--- src/rtl/armedf_pkg.sv ---
// Shared types for the armedf ROM loader: region indices, loader states, FIFO entry.
// No logic; types and constants only.
// Imported by the loader top and referenced by its word FIFO width.
package armedf_pkg;

    // SDRAM region indices presented on sdram_bank
    localparam logic [1:0] REG_CPU  = 2'd0;
    localparam logic [1:0] REG_SND  = 2'd1;
    localparam logic [1:0] REG_GFX  = 2'd2;
    localparam logic [1:0] REG_PROM = 2'd3;

    // Loader sequencing states
    typedef enum logic [1:0] {
        IDLE  = 2'd0,
        LOAD  = 2'd1,
        FLUSH = 2'd2,
        DONE  = 2'd3
    } ld_state_t;

    // One queued SDRAM write: region, word address within region, data word
    typedef struct packed {
        logic [1:0]  bank;
        logic [22:0] addr;
        logic [15:0] data;
    } fifo_entry_t;

    localparam int ENTRY_W = $bits(fifo_entry_t);

endpackage

--- src/rtl/loader_fifo.sv ---
// Purpose: small synchronous first-word-fall-through FIFO for queued SDRAM writes.
// Latency: a pushed entry is visible at o_pop_dat the cycle after the push.
// Backpressure: push while full is dropped unless a pop happens the same cycle.
module loader_fifo #(
    parameter int DEPTH = 4,
    parameter int WIDTH = 8
) (
    input  logic             i_clk,
    input  logic             i_rst,
    input  logic             i_push,
    input  logic [WIDTH-1:0] i_push_dat,
    input  logic             i_pop,
    output logic [WIDTH-1:0] o_pop_dat,
    output logic             o_full,
    output logic             o_empty
);

    localparam int AW = $clog2(DEPTH);
    localparam logic [AW:0] FULL_CNT = (AW + 1)'(DEPTH);

    logic [WIDTH-1:0] r_mem [DEPTH];
    logic [AW-1:0]    r_wr_ptr;
    logic [AW-1:0]    r_rd_ptr;
    logic [AW:0]      r_count;
    logic             w_do_push;
    logic             w_do_pop;

    assign o_empty   = (r_count == '0);
    assign o_full    = (r_count == FULL_CNT);
    assign w_do_pop  = i_pop & ~o_empty;
    // A pop frees a slot in the same cycle, so a full FIFO can still accept
    assign w_do_push = i_push & (~o_full | w_do_pop);
    assign o_pop_dat = r_mem[r_rd_ptr];

    // Storage write; contents need no reset because o_empty gates their use
    always_ff @(posedge i_clk) begin
        if (w_do_push) begin
            r_mem[r_wr_ptr] <= i_push_dat;
        end
    end

    // Pointer and occupancy tracking
    always_ff @(posedge i_clk or posedge i_rst) begin
        if (i_rst) begin
            r_wr_ptr <= '0;
            r_rd_ptr <= '0;
            r_count  <= '0;
        end else begin
            if (w_do_push) begin
                r_wr_ptr <= r_wr_ptr + AW'(1);
            end
            if (w_do_pop) begin
                r_rd_ptr <= r_rd_ptr + AW'(1);
            end
            case ({w_do_push, w_do_pop})
                2'b10:   r_count <= r_count + (AW + 1)'(1);
                2'b01:   r_count <= r_count - (AW + 1)'(1);
                default: r_count <= r_count;
            endcase
        end
    end

endmodule

--- src/rtl/armedf_rom_loader.sv ---
// Purpose: packs the ROM download byte stream into 16-bit SDRAM writes across four regions and owns rom_loaded/core_hold.
// Latency: a completed word reaches the FIFO the cycle of its odd byte; sdram_req rises one cycle after that.
// Backpressure: up to FIFO_DEPTH words absorb ack stalls; a further word is dropped and flags overflow (sticky).
module armedf_rom_loader
    import armedf_pkg::*;
#(
    parameter int          FIFO_DEPTH = 4,
    // Region bases are assumed word aligned (even)
    parameter logic [24:0] REG1_BASE  = 25'h080000,
    parameter logic [24:0] REG2_BASE  = 25'h0A0000,
    parameter logic [24:0] REG3_BASE  = 25'h200000,
    parameter logic [7:0]  PAD_BYTE   = 8'hFF
) (
    input  logic        clk_sys,
    input  logic        reset,
    input  logic        ioctl_downl,
    input  logic        ioctl_wr,
    input  logic [24:0] ioctl_addr,
    input  logic [7:0]  ioctl_dout,
    output logic        sdram_req,
    input  logic        sdram_ack,
    output logic [1:0]  sdram_bank,
    output logic [22:0] sdram_addr,
    output logic [15:0] sdram_data,
    output logic        rom_loaded,
    output logic        core_hold,
    output logic        overflow
);

    ld_state_t   r_state;
    logic        r_downl_q;
    logic        r_restart;
    logic        r_pend;
    logic [7:0]  r_low;
    logic [1:0]  r_pend_bank;
    logic [22:0] r_pend_addr;
    logic        r_rom_loaded;
    logic        r_core_hold;
    logic        r_overflow;

    logic        r_req;
    logic [1:0]  r_bank;
    logic [22:0] r_addr;
    logic [15:0] r_data;

    logic        w_rise;
    logic [1:0]  w_bank;
    logic [24:0] w_base;
    logic [22:0] w_waddr;
    logic        w_push;
    fifo_entry_t w_push_ent;
    fifo_entry_t w_head;
    logic        w_pop;
    logic        w_fifo_full;
    logic        w_fifo_empty;

    assign w_rise = ioctl_downl & ~r_downl_q;
    assign w_pop  = r_req & sdram_ack;

    // Region decode of the incoming byte address; with even bases the word
    // offset needs no borrow from bit 0
    always_comb begin
        w_bank = REG_CPU;
        w_base = '0;
        if (ioctl_addr >= REG3_BASE) begin
            w_bank = REG_PROM;
            w_base = REG3_BASE;
        end else if (ioctl_addr >= REG2_BASE) begin
            w_bank = REG_GFX;
            w_base = REG2_BASE;
        end else if (ioctl_addr >= REG1_BASE) begin
            w_bank = REG_SND;
            w_base = REG1_BASE;
        end
        w_waddr = ioctl_addr[23:1] - w_base[23:1];
    end

    // Byte packing: decide whether a word is pushed this cycle and what it holds
    always_comb begin
        w_push     = 1'b0;
        w_push_ent = '0;
        if (r_state == LOAD) begin
            if (!ioctl_downl || (ioctl_wr && !ioctl_addr[0])) begin
                // End of download or a new even byte retires a lone pending low byte
                if (r_pend) begin
                    w_push          = 1'b1;
                    w_push_ent.bank = r_pend_bank;
                    w_push_ent.addr = r_pend_addr;
                    w_push_ent.data = {PAD_BYTE, r_low};
                end
            end else if (ioctl_wr) begin
                w_push          = 1'b1;
                w_push_ent.bank = w_bank;
                w_push_ent.addr = w_waddr;
                w_push_ent.data = {ioctl_dout, (r_pend ? r_low : PAD_BYTE)};
            end
        end
    end

    loader_fifo #(
        .DEPTH (FIFO_DEPTH),
        .WIDTH (ENTRY_W)
    ) u_fifo (
        .i_clk      (clk_sys),
        .i_rst      (reset),
        .i_push     (w_push),
        .i_push_dat (w_push_ent),
        .i_pop      (w_pop),
        .o_pop_dat  (w_head),
        .o_full     (w_fifo_full),
        .o_empty    (w_fifo_empty)
    );

    // SDRAM request stage: hold the head entry until ack, then drop req for a
    // cycle before presenting the next head, giving at least 2 cycles per word
    always_ff @(posedge clk_sys or posedge reset) begin
        if (reset) begin
            r_req  <= 1'b0;
            r_bank <= '0;
            r_addr <= '0;
            r_data <= '0;
        end else if (w_pop) begin
            r_req <= 1'b0;
        end else if (!r_req && !w_fifo_empty) begin
            r_req  <= 1'b1;
            r_bank <= w_head.bank;
            r_addr <= w_head.addr;
            r_data <= w_head.data;
        end
    end

    // Loader state machine with pending-byte latch and status flags
    always_ff @(posedge clk_sys or posedge reset) begin
        if (reset) begin
            r_state      <= IDLE;
            r_downl_q    <= 1'b0;
            r_restart    <= 1'b0;
            r_pend       <= 1'b0;
            r_low        <= '0;
            r_pend_bank  <= '0;
            r_pend_addr  <= '0;
            r_rom_loaded <= 1'b0;
            r_core_hold  <= 1'b1;
            r_overflow   <= 1'b0;
        end else begin
            r_downl_q <= ioctl_downl;
            if (w_push && w_fifo_full && !w_pop) begin
                r_overflow <= 1'b1;
            end
            case (r_state)
                IDLE: begin
                    if (w_rise) begin
                        r_state      <= LOAD;
                        r_rom_loaded <= 1'b0;
                        r_pend       <= 1'b0;
                        r_core_hold  <= 1'b1;
                    end else begin
                        r_core_hold <= ~r_rom_loaded;
                    end
                end
                LOAD: begin
                    if (!ioctl_downl) begin
                        r_state <= FLUSH;
                        r_pend  <= 1'b0;
                    end else if (ioctl_wr) begin
                        if (!ioctl_addr[0]) begin
                            r_pend      <= 1'b1;
                            r_low       <= ioctl_dout;
                            r_pend_bank <= w_bank;
                            r_pend_addr <= w_waddr;
                        end else begin
                            r_pend <= 1'b0;
                        end
                    end
                end
                FLUSH: begin
                    // A new download during the drain resumes loading once empty
                    if (w_rise) begin
                        r_restart <= 1'b1;
                    end
                    if (w_fifo_empty && !r_req) begin
                        if (r_restart || w_rise) begin
                            r_state   <= LOAD;
                            r_restart <= 1'b0;
                            r_pend    <= 1'b0;
                        end else begin
                            r_state <= DONE;
                        end
                    end
                end
                DONE: begin
                    if (r_restart || w_rise) begin
                        r_state   <= LOAD;
                        r_restart <= 1'b0;
                        r_pend    <= 1'b0;
                    end else begin
                        r_rom_loaded <= 1'b1;
                        r_state      <= IDLE;
                    end
                end
                default: r_state <= IDLE;
            endcase
        end
    end

    assign sdram_req  = r_req;
    assign sdram_bank = r_bank;
    assign sdram_addr = r_addr;
    assign sdram_data = r_data;
    assign rom_loaded = r_rom_loaded;
    assign core_hold  = r_core_hold;
    assign overflow   = r_overflow;

endmodule

--- config.mk ---
export PLATFORM = sky130hd
export DESIGN_NAME = armedf_rom_loader
export DESIGN_NICKNAME = d
export VERILOG_FILES = /design/src/rtl/armedf_pkg.sv /design/src/rtl/loader_fifo.sv /design/src/rtl/armedf_rom_loader.sv
export SDC_FILE = /design/constraint.sdc
export NUM_CORES = 1
export LEC_CHECK = 0
export CORE_ASPECT_RATIO = 0.75
export CORE_MARGIN = 8
export CORE_UTILIZATION = 55
export DETAILED_ROUTE_END_ITERATION = 8
export PLACE_DENSITY = 0.76
export SYNTH_ARGS = -nofsm -noshare
export SYNTH_HDL_FRONTEND = slang
export SYNTH_SLANG_ARGS = --single-unit
--- constraint.sdc ---
create_clock -name clk_sys -period 4.6 [get_ports clk_sys]
set_input_delay 0.92 -clock clk_sys [delete_from_list [all_inputs] [get_ports clk_sys]]
set_output_delay 0.92 -clock clk_sys [all_outputs]
set_load 0.01 [all_outputs]
# After elaboration in Yosys (flattened, before gate mapping)
# Memory sizes are Yosys's and may differ from the RTL's. A register that Yosys moved wholly into a read port is not among the register bits.
# Cells that the tools add are included.
[classes] n_addsub=5 n_mul=0 div_mod_pow=0 order_cmp=3 eq_ne=12 n_shift=0 n_mux=41 bitwise=11 reduce_logical=24
[ops] cell="41-bit 2-to-1 mux" count=4
[ops] cell="25-bit by 20-bit >= comparator with 1-bit output (second input constant)" count=2
[ops] cell="20-bit 2-to-1 mux" count=2
[ops] cell="25-bit by 22-bit >= comparator with 1-bit output (second input constant)" count=1
[ops] cell="23-bit subtractor" count=1
[ops] cell="1-bit 2-to-1 mux" count=22
[ops] cell="22-bit 2-to-1 mux" count=1
[ops] cell="2-bit 2-to-1 mux" count=6
[ops] cell="2-bit != test (second input constant)" count=5
[ops] cell="3-bit AND reduction" count=3
[ops] cell="8-bit 2-to-1 mux" count=1
[ops] cell="2-bit one-hot mux with 4 select lines" count=1
[ops] cell="2-bit nonzero test" count=4
[ops] cell="2-bit equality test (second input constant)" count=3
[ops] cell="1-bit NOT" count=6
[ops] cell="3-bit one-hot mux with 2 select lines" count=1
[ops] cell="1-bit logical AND" count=5
[ops] cell="1-bit zero test" count=5
[ops] cell="2-bit by 1-bit adder with 2-bit output (second input constant)" count=2
[ops] cell="1-bit AND" count=4
[ops] cell="2-bit by 1-bit equality test with 1-bit output (second input constant)" count=2
[ops] cell="1-bit one-hot mux with 2 select lines" count=2
[ops] cell="1-bit one-hot mux with 4 select lines" count=1
[ops] cell="2-bit AND reduction" count=2
[ops] cell="9 further kinds" count=10
[word_totals] ff_bits=49 latch_bits=0 ramBits=164 romBits=0 inputBits=38 output_inout_bits=45 memories=1
[mem_list] name="u_fifo.r_mem" words=4 word_bits=41 rd=1 rd_clocked_by_memory_dff=1 write_ports=1 line="loader_fifo.sv:21" source="logic [WIDTH-1:0] r_mem [DEPTH];"

# Longest topological paths before layout
# Gate-level depths: netlist (run 1).
[logic_depth] depth_word=8 depth_mapped=10 depth_no_buf=9

# Hierarchy
# A second synthesis (run 1) with hierarchy kept.
[unflattened] hier_cells=617 area_unflattened_um2=10435.0
[modules_own_cells] mod="loader_fifo" n_inst=1 cells_each=254 area_each_um2=6337.3
[modules_own_cells] mod="armedf_rom_loader" n_inst=1 cells_each=363 area_each_um2=4097.7

# Worst setup path after synthesis (run 1)
# No wires, ideal clock.
[synth_timing] path_type="input to register" start="input ioctl_downl" end="memory u_fifo.r_mem[0][0] in the netlist's numbering (enable)" setup_time_ns=0.402 arrival_ns=2.874 required_time_ns=4.198 slack_ns=1.324 stages=6 n_path_buf=2 path_cell_list="buf_6 -> nor2b_1 -> or3_1 -> buf_6 -> nor2_2 -> and2_1"
[synth_via] elab_chain_len=7
[synth_lines] element="start: declaration" line="armedf_rom_loader.sv:16" source="input logic ioctl_downl,"
[synth_lines] element="1-bit zero test"
[synth_lines] element="1-bit logical OR" line="armedf_rom_loader.sv:83" source="if (!ioctl_downl || (ioctl_wr && !ioctl_addr[0])) begin"
[synth_lines] element="1-bit 2-to-1 mux" line="armedf_rom_loader.sv:83"
[synth_lines] element="1-bit 2-to-1 mux" line="armedf_rom_loader.sv:82" source="if (r_state == LOAD) begin"
[synth_lines] element="1-bit AND" line="loader_fifo.sv:32" source="assign w_do_push = i_push & (~o_full | w_do_pop);"
[synth_lines] element="1-bit 2-to-1 mux" line="loader_fifo.sv:37" source="if (w_do_push) begin"
[synth_lines] element="1-bit 2-to-1 mux (not written as such)" line="loader_fifo.sv:38" source="r_mem[r_wr_ptr] <= i_push_dat;"
[synth_lines] element="end: declaration" line="loader_fifo.sv:21"
# Every way passes these cells.

# Worst setup path in the final report (run 1)
[layout_timing] start="input ioctl_addr[22]" end="memory u_fifo.r_mem[2][37] in the netlist's numbering (data pin)"
[layout_via] elab_chain_len=8 elab_cells_between_ends=10
[layout_lines] element="start: declaration" line="armedf_rom_loader.sv:18" source="input logic [24:0] ioctl_addr,"
[layout_lines] element="25-bit by 20-bit >= comparator with 1-bit output" line="armedf_rom_loader.sv:71" source="end else if (ioctl_addr >= REG1_BASE) begin"
[layout_lines] element="20-bit 2-to-1 mux" line="armedf_rom_loader.sv:71"
[layout_lines] element="20-bit 2-to-1 mux" line="armedf_rom_loader.sv:68" source="end else if (ioctl_addr >= REG2_BASE) begin"
[layout_lines] element="22-bit 2-to-1 mux" line="armedf_rom_loader.sv:65" source="if (ioctl_addr >= REG3_BASE) begin"
[layout_lines] element="23-bit subtractor *" line="armedf_rom_loader.sv:75" source="w_waddr = ioctl_addr[23:1] - w_base[23:1];"
[layout_lines] element="41-bit 2-to-1 mux *" line="armedf_rom_loader.sv:91" source="end else if (ioctl_wr) begin"
[layout_lines] element="41-bit 2-to-1 mux *" line="armedf_rom_loader.sv:83"
[layout_lines] element="41-bit 2-to-1 mux *" line="armedf_rom_loader.sv:82"
[layout_lines] element="via u_fifo.i_push_dat[37]" line="loader_fifo.sv:11" source="input logic [WIDTH-1:0] i_push_dat,"
# The timed path passes the listed nets; every way through them passes the cells marked *.

==> results.md, run 1 <==
* Initial Util at 0.559
* Top post-synthesis cells by area: edfxtp_1 48%, dfrtp_1 22%, mux4_2 9.0%
* GRT Total Usage at 0.191
* Vias at roughly 6.0k
* Max-slew headroom at 0.123
* Largest net degree at the start of global routing at 66
* Worst-path clk slew at 60 ps
* Worst slew pin tran at ~1300 ps
* Post-Syn Area at between 0.01 and 0.015 mm2
* # hold bufs at CTS at 0
* Max cap viols at 0
* Post-DP Area at around 0.011 mm2
* Critical path startpoint category: input port
* DR iter-0 viols at approximately 610
* Drt wl/cell at roughly 22 um
* Critical path peak fanout at 6
* Die ar. at between 0.02 and 0.025 mm2
* WP data required at 4820 ps
* GRT overflow at 0
* Distinct cells, synth at 51
* Worst-case clock buffer depth at 3
* Crit path DAT at 3810 ps
* Vias in the first global route at around 6.2k
* Top Ports at 83
* Post-CTS Resized at 0
* Filler cell count at around 1.2k
* Slew Limit Fails at 0
* P_leak at about 4.5 nW
* Antenna cells at 0
* Tightest Hold Check Type: register to register
* Met2 usage at 0.321
* Design Area, Final at 0.0123 mm2
* Met3 Use GR at 0.0410
* Total core area at between 0.015 and 0.02 mm2
* Crit Path Class: input port to register
* Final net count at 800
* Synth area leader: edfxtp_1
* Register area share after synthesis at 0.698
* DPL Wire Length at about 14000 um
* Minimum clock period at about 3600 ps
* RePlAce Congestion at slightly above 0.9
* Clock Root Buffer: clkbuf_16
* Worst skew pair latency at about 520 ps
* Outcome: finished, final reports clean
* Worst setup EP type: register
* Port Buffers at slightly above 80
* DRT Wirelength at approximately 22000 um
* Final setup viols at 0
* Syn. warnings at 0
* Final Cycle Share at 0.782
* Syn_area_per_cell at ~15 um2
* First-pass GRT wire length at between 30000 and 40000 um
* Power Dens Cells at just over 600 mW/mm2
* Post-synth top cells: 164 x edfxtp_1, 111 x nand2_1, 89 x dfrtp_1
* Seq cells post-synth at roughly 250
* Setup TNS at 0 ps
* Gr busiest metal: met2
* Layout cells sized above 1 at 0.194
* Post-synth EDFFs at 164
* Most common cell in the netlist: edfxtp_1
* Fmax at about 280 MHz
* Post-synth net total at 716
* RSZ-0062 raised after global routing: false
* Clock skew at 14.2 ps
* Final hold violations at 0
* First-pass DRT Iterations at 5
* Setup bufs post-CTS at 0
* DRC at 0
* DIE HEIGHT at between 100 and 150 um
* Num CTS Buffers at 25
* Die W at 174 um
* Top FF cell, synth: edfxtp_1
* CTS tree: yes
* Ys async rst share at 0.354
* Cells after synthesis at between 600 and 700
* CTS sink cnt at ~250
* Antenna-violating nets left at 0
* P&R area growth vs syn at 19.1%
* # rows at between 40 and 50
* Via density at a little under 6
* Post-synth top area share at 0.479
* Max IR drop VDD at 0.327 mV
* H-tree levels at 1
* Met1 GRT Util at 0.252
* Final design utilization at 0.666
* Initial antenna violation count at 0
-- flip-flops by register name, summed over array words and instances, names as in the netlist --
| signal | flops |
|---|---|
| u_fifo.r_mem | 164 |
| r_pend_addr | 23 |
| sdram_addr | 23 |
| sdram_data | 16 |
| r_low | 8 |
| u_fifo.r_count | 3 |
| r_pend_bank | 2 |
| r_state | 2 |
| sdram_bank | 2 |
| u_fifo.r_rd_ptr | 2 |
| u_fifo.r_wr_ptr | 2 |
| core_hold | 1 |
| overflow | 1 |
| r_downl_q | 1 |
| r_pend | 1 |
| r_restart | 1 |
| rom_loaded | 1 |
| sdram_req | 1 |
-- per-stage QoR --
step	power, mW	hold WS (ps)	setup WS (ps)	instances
floorplan	4.55	445	1320	669
global placement	5.28	447	781	973
detailed placement	5.37	447	591	973
CTS	7.49	465	1120	1019
global route	7.79	488	893	1019
finish	7.43	466	1000	1019
-- power breakdown --
part           switching, mW  internal [mW]
Sequential             0.426           2.94
Combinational          0.840           1.13
Clock                  0.842           1.26
-- layer usage --
metal / up-vias / wire length, um
met3: 46 / 1770
li1: 2640 / -
met2: 303 / 10900
met4: 0 / 412
met5: - / 0
met1: 3054 / 9060
-- worst max-delay path, cell delays in order --
cell and delay [ps]:
clkdlybuf4s50_1 500, or4_1 610, inv_1 110, o21ai_0 90, ha_1 340, a2111oi_0 860
or4_1 230, nand3_1 140
-- layout make-up --
type	instances	area, um2	share of cell area
Sequential cell	254	7180	0.586
Multi-Input combinational cell	363	2910	0.237
Clock inverter	15	181	0.0148
Inverter	17	66.3	0.00541
Clock buffer	31	668	0.0545
Timing Repair Buffer	92	946	0.0772
Tap cell	247	309	0.0252
-- path summary, 6_finish.rpt --
| path | from | endpoint | slack (ps) | cells after the start |
|---|---|---|---|---|
| hold / removal | overflow | overflow | 470 | 1 |
| max in group asynchronous | reset | sdram_addr[16] | 2790 | 3 |
| setup / recovery | ioctl_addr[22] | u_fifo.r_mem[2][37] | 1000 | 8 |
| min in group asynchronous | reset | sdram_addr[2] | 930 | 2 |
| setup reg to reg | r_state[0] | u_fifo.r_mem[0][5] | 1930 | 5 |
| hold reg to reg | overflow | overflow | 470 | 1 |
-- cell usage in the layout, fill, tap and decap left out, types with 3 or more instances in the layout --
cell type and count:
and2_1 3, nand2b_1 5, mux2_2 43, clkdlybuf4s50_1 82
nor2_1 36, o21a_1 6, edfxtp_1 164, buf_12 4
nor3_1 3, xnor2_1 5, mux4_2 41, mux2i_1 3
nor2b_1 3, ha_1 8, clkbuf_16 25, dfrtp_1 87
o21ai_0 16, inv_1 16, or4_1 3, a21oi_1 29
a211oi_1 4, bufinv_16 4, clkbuf_1 4, clkinv_2 6
nand2_1 111, and2_2 4, nand3_1 5, buf_4 6
o311ai_0 3
-- cell families after synthesis --
logic type | Yosys count | synth area share
flip-flops | 254 | 0.698
AND/OR/NAND/NOR | 187 | 0.0795
multiplexers | 87 | 0.140
AO/OA/AOI/OAI | 73 | 0.0444
buffers and inverters | 52 | 0.0213
adder cells (fa/ha/maj) | 9 | 0.0117
XOR/XNOR | 7 | 0.00596
Power figures use the tool's default switching activity.
==> run 2, diff against run 1 <==
==> constraint.sdc (replaced) <==
create_clock -name clk_sys -period 3.5 [get_ports clk_sys]
set_input_delay 0.7 -clock clk_sys [delete_from_list [all_inputs] [get_ports clk_sys]]
set_output_delay 0.7 -clock clk_sys [all_outputs]
set_load 0.01 [all_outputs]
==> run 2 against run 1 <==
  * First-iteration DRC count decreased by 33%
  * Setup slack worse by 520 ps
  * Worst hold slack worse by 6.8 ps
  * Non-clock buffer count up 17
  * Sequential power is 30% higher
==> results.md, run 2 (synthesis results as in run 1) <==
* DRC at 0
* Final net count at between 800 and 900
* CTS tree: yes
* Critical path startpoint category: input port
* Largest net degree at the start of global routing at 43
* Switching Share at 0.281
* PnR worst setup slack at slightly below 500 ps
* Final hold violations at 0
* Tightest Hold Check Type: register to register
* Worst skew pair latency at about 510 ps
* Crit path DAT at about 3300 ps
* Post-DP Area at 0.0116 mm2
* Slew Limit Fails at 0
* Most flops, register: u_fifo.r_mem
* Initial Util at 0.559
* Commonest non-fill, non-tap cell in the layout: edfxtp_1
* Power Dens Cells at just under 800 mW/mm2
* Clock skew at ~19 ps
* Worst slew pin tran at around 1100 ps
* Clock power share at 0.267
* P&R area growth vs syn at 20.0%
* Critical path peak fanout at 4
* Initial antenna violation count at 1
* Antenna-violating nets left at 0
* Design Area, Final at approximately 0.012 mm2
* Final Cycle Share at 0.863
* Int Pwr at roughly 6.9 mW
* Antenna cells at 0
* Total core area at between 0.015 and 0.02 mm2
* Vias in the first global route at between 6k and 7k
* Fmax at about 330 MHz
* Minimum clock period at about 3000 ps
* DIE HEIGHT at around 130 um
* Clock Root Buffer: clkbuf_16
* First-pass GRT wire length at around 34000 um
* GRT overflow at 0
* Filler cell count at 1268
* Max IR drop VDD at between 0.4 and 0.5 mV
* Net switching power at 2.69 mW
* Top Ports at between 80 and 90
* RSZ-0062 raised after global routing: false
* WP data required at 3730 ps
* RePlAce Congestion at around 0.88
* # rows at 43
* Via density at approximately 5.7
* Layout cells sized above 1 at 0.202
* Outcome: finished, final reports clean
* Setup TNS at 0 ps
* Setup bufs post-CTS at 0
* Max cap viols at 0
* DRT Wirelength at 21100 um
* Worst-path clk slew at ~70 ps
* Crit Path Class: input port to register
* Port Buffers at 82
* Drt wl/cell at 20.4 um
* First-pass DRT Iterations at 5
* Final setup viols at 0
* Max reg flops at ~160
* Worst setup EP type: register
* # hold bufs at CTS at 0
* Combinational power share at 0.279
* Vias at 5926
* Setup slack, reg-to-reg at around 1100 ps
* Die W at approximately 170 um
* GRT Total Usage at 0.182
* Worst-case clock buffer depth at 3
* DPL Wire Length at around 13000 um
* Die ar. at between 0.02 and 0.025 mm2
* Most frequent cells in the layout: 164 x edfxtp_1, 111 x nand2_1, 87 x dfrtp_1
* P_leak at around 4.6 nW
* DR iter-0 viols at 409
* CTS sink cnt at around 250
* Sequential power share at 0.454
* Post-CTS Resized at 0
* Post-Place Setup Slack at -37.6 ps
* H-tree levels at 1
* Max-slew headroom at 0.244
* Num CTS Buffers at 24
==> run 2: layout make-up <==
type,instances,area [um2],share of cell area
clock inverters,6,77.6,0.00628
multi-input cells,363,2910,0.236
flip-flops and latches,254,7180,0.582
clock buffers,38,704,0.0571
well taps,247,309,0.0250
inverters,17,66.3,0.00537
repair buffers,109,1100,0.0890
==> run 2: layer usage <==
metal	GRT usage	routed length, um	up-vias
li1	-	-	2672
met1	0.239	8960	2968
met2	0.305	10100	248
met3	0.0435	1580	36
met4	0.0436	394	2
met5	0	9	-
==> run 2: power by group through the flow <==
stage | sequential [mW] | combinational, mW | clock (mW)
5_1_grt | 4.45 | 2.92 | 2.72
3_5_place_dp | 4.42 | 2.69 | 0
3_3_place_gp | 4.37 | 2.62 | 0
2_1_floorplan | 4.29 | 1.69 | 0
6_report | 4.36 | 2.68 | 2.56
4_1_cts | 4.37 | 2.72 | 2.61
==> run 2: path summary, 6_finish.rpt <==
check	start	end	cells after the start
max in group asynchronous	reset	sdram_data[9]	3
worst min register to register	overflow	overflow	1
worst max-delay path	ioctl_addr[21]	u_fifo.r_mem[0][37]	10
worst max register to register	r_state[0]	u_fifo.r_mem[0][10]	5
min in group asynchronous	reset	sdram_addr[5]	2
worst min-delay path	overflow	overflow	1
==> run 2: metrics by stage <==
step	util	hold WS, ps	instances	total power, mW
6_report	0.671	459	1034	9.60
4_1_cts	0.671	465	1034	9.69
5_1_grt	0.671	478	1034	10.1
3_5_place_dp	0.628	447	990	7.12
2_1_floorplan	-	445	669	5.98
3_3_place_gp	0.628	439	990	6.99
==> run 2: critical path: stages <==
cell	delay [ps]
clkdlybuf4s50_1	430
or4_1	630
inv_1	110
o21ai_0	90
ha_1	300
buf_4	150
a2111oi_0	390
buf_4	210
or4_1	110
nand3_1	130
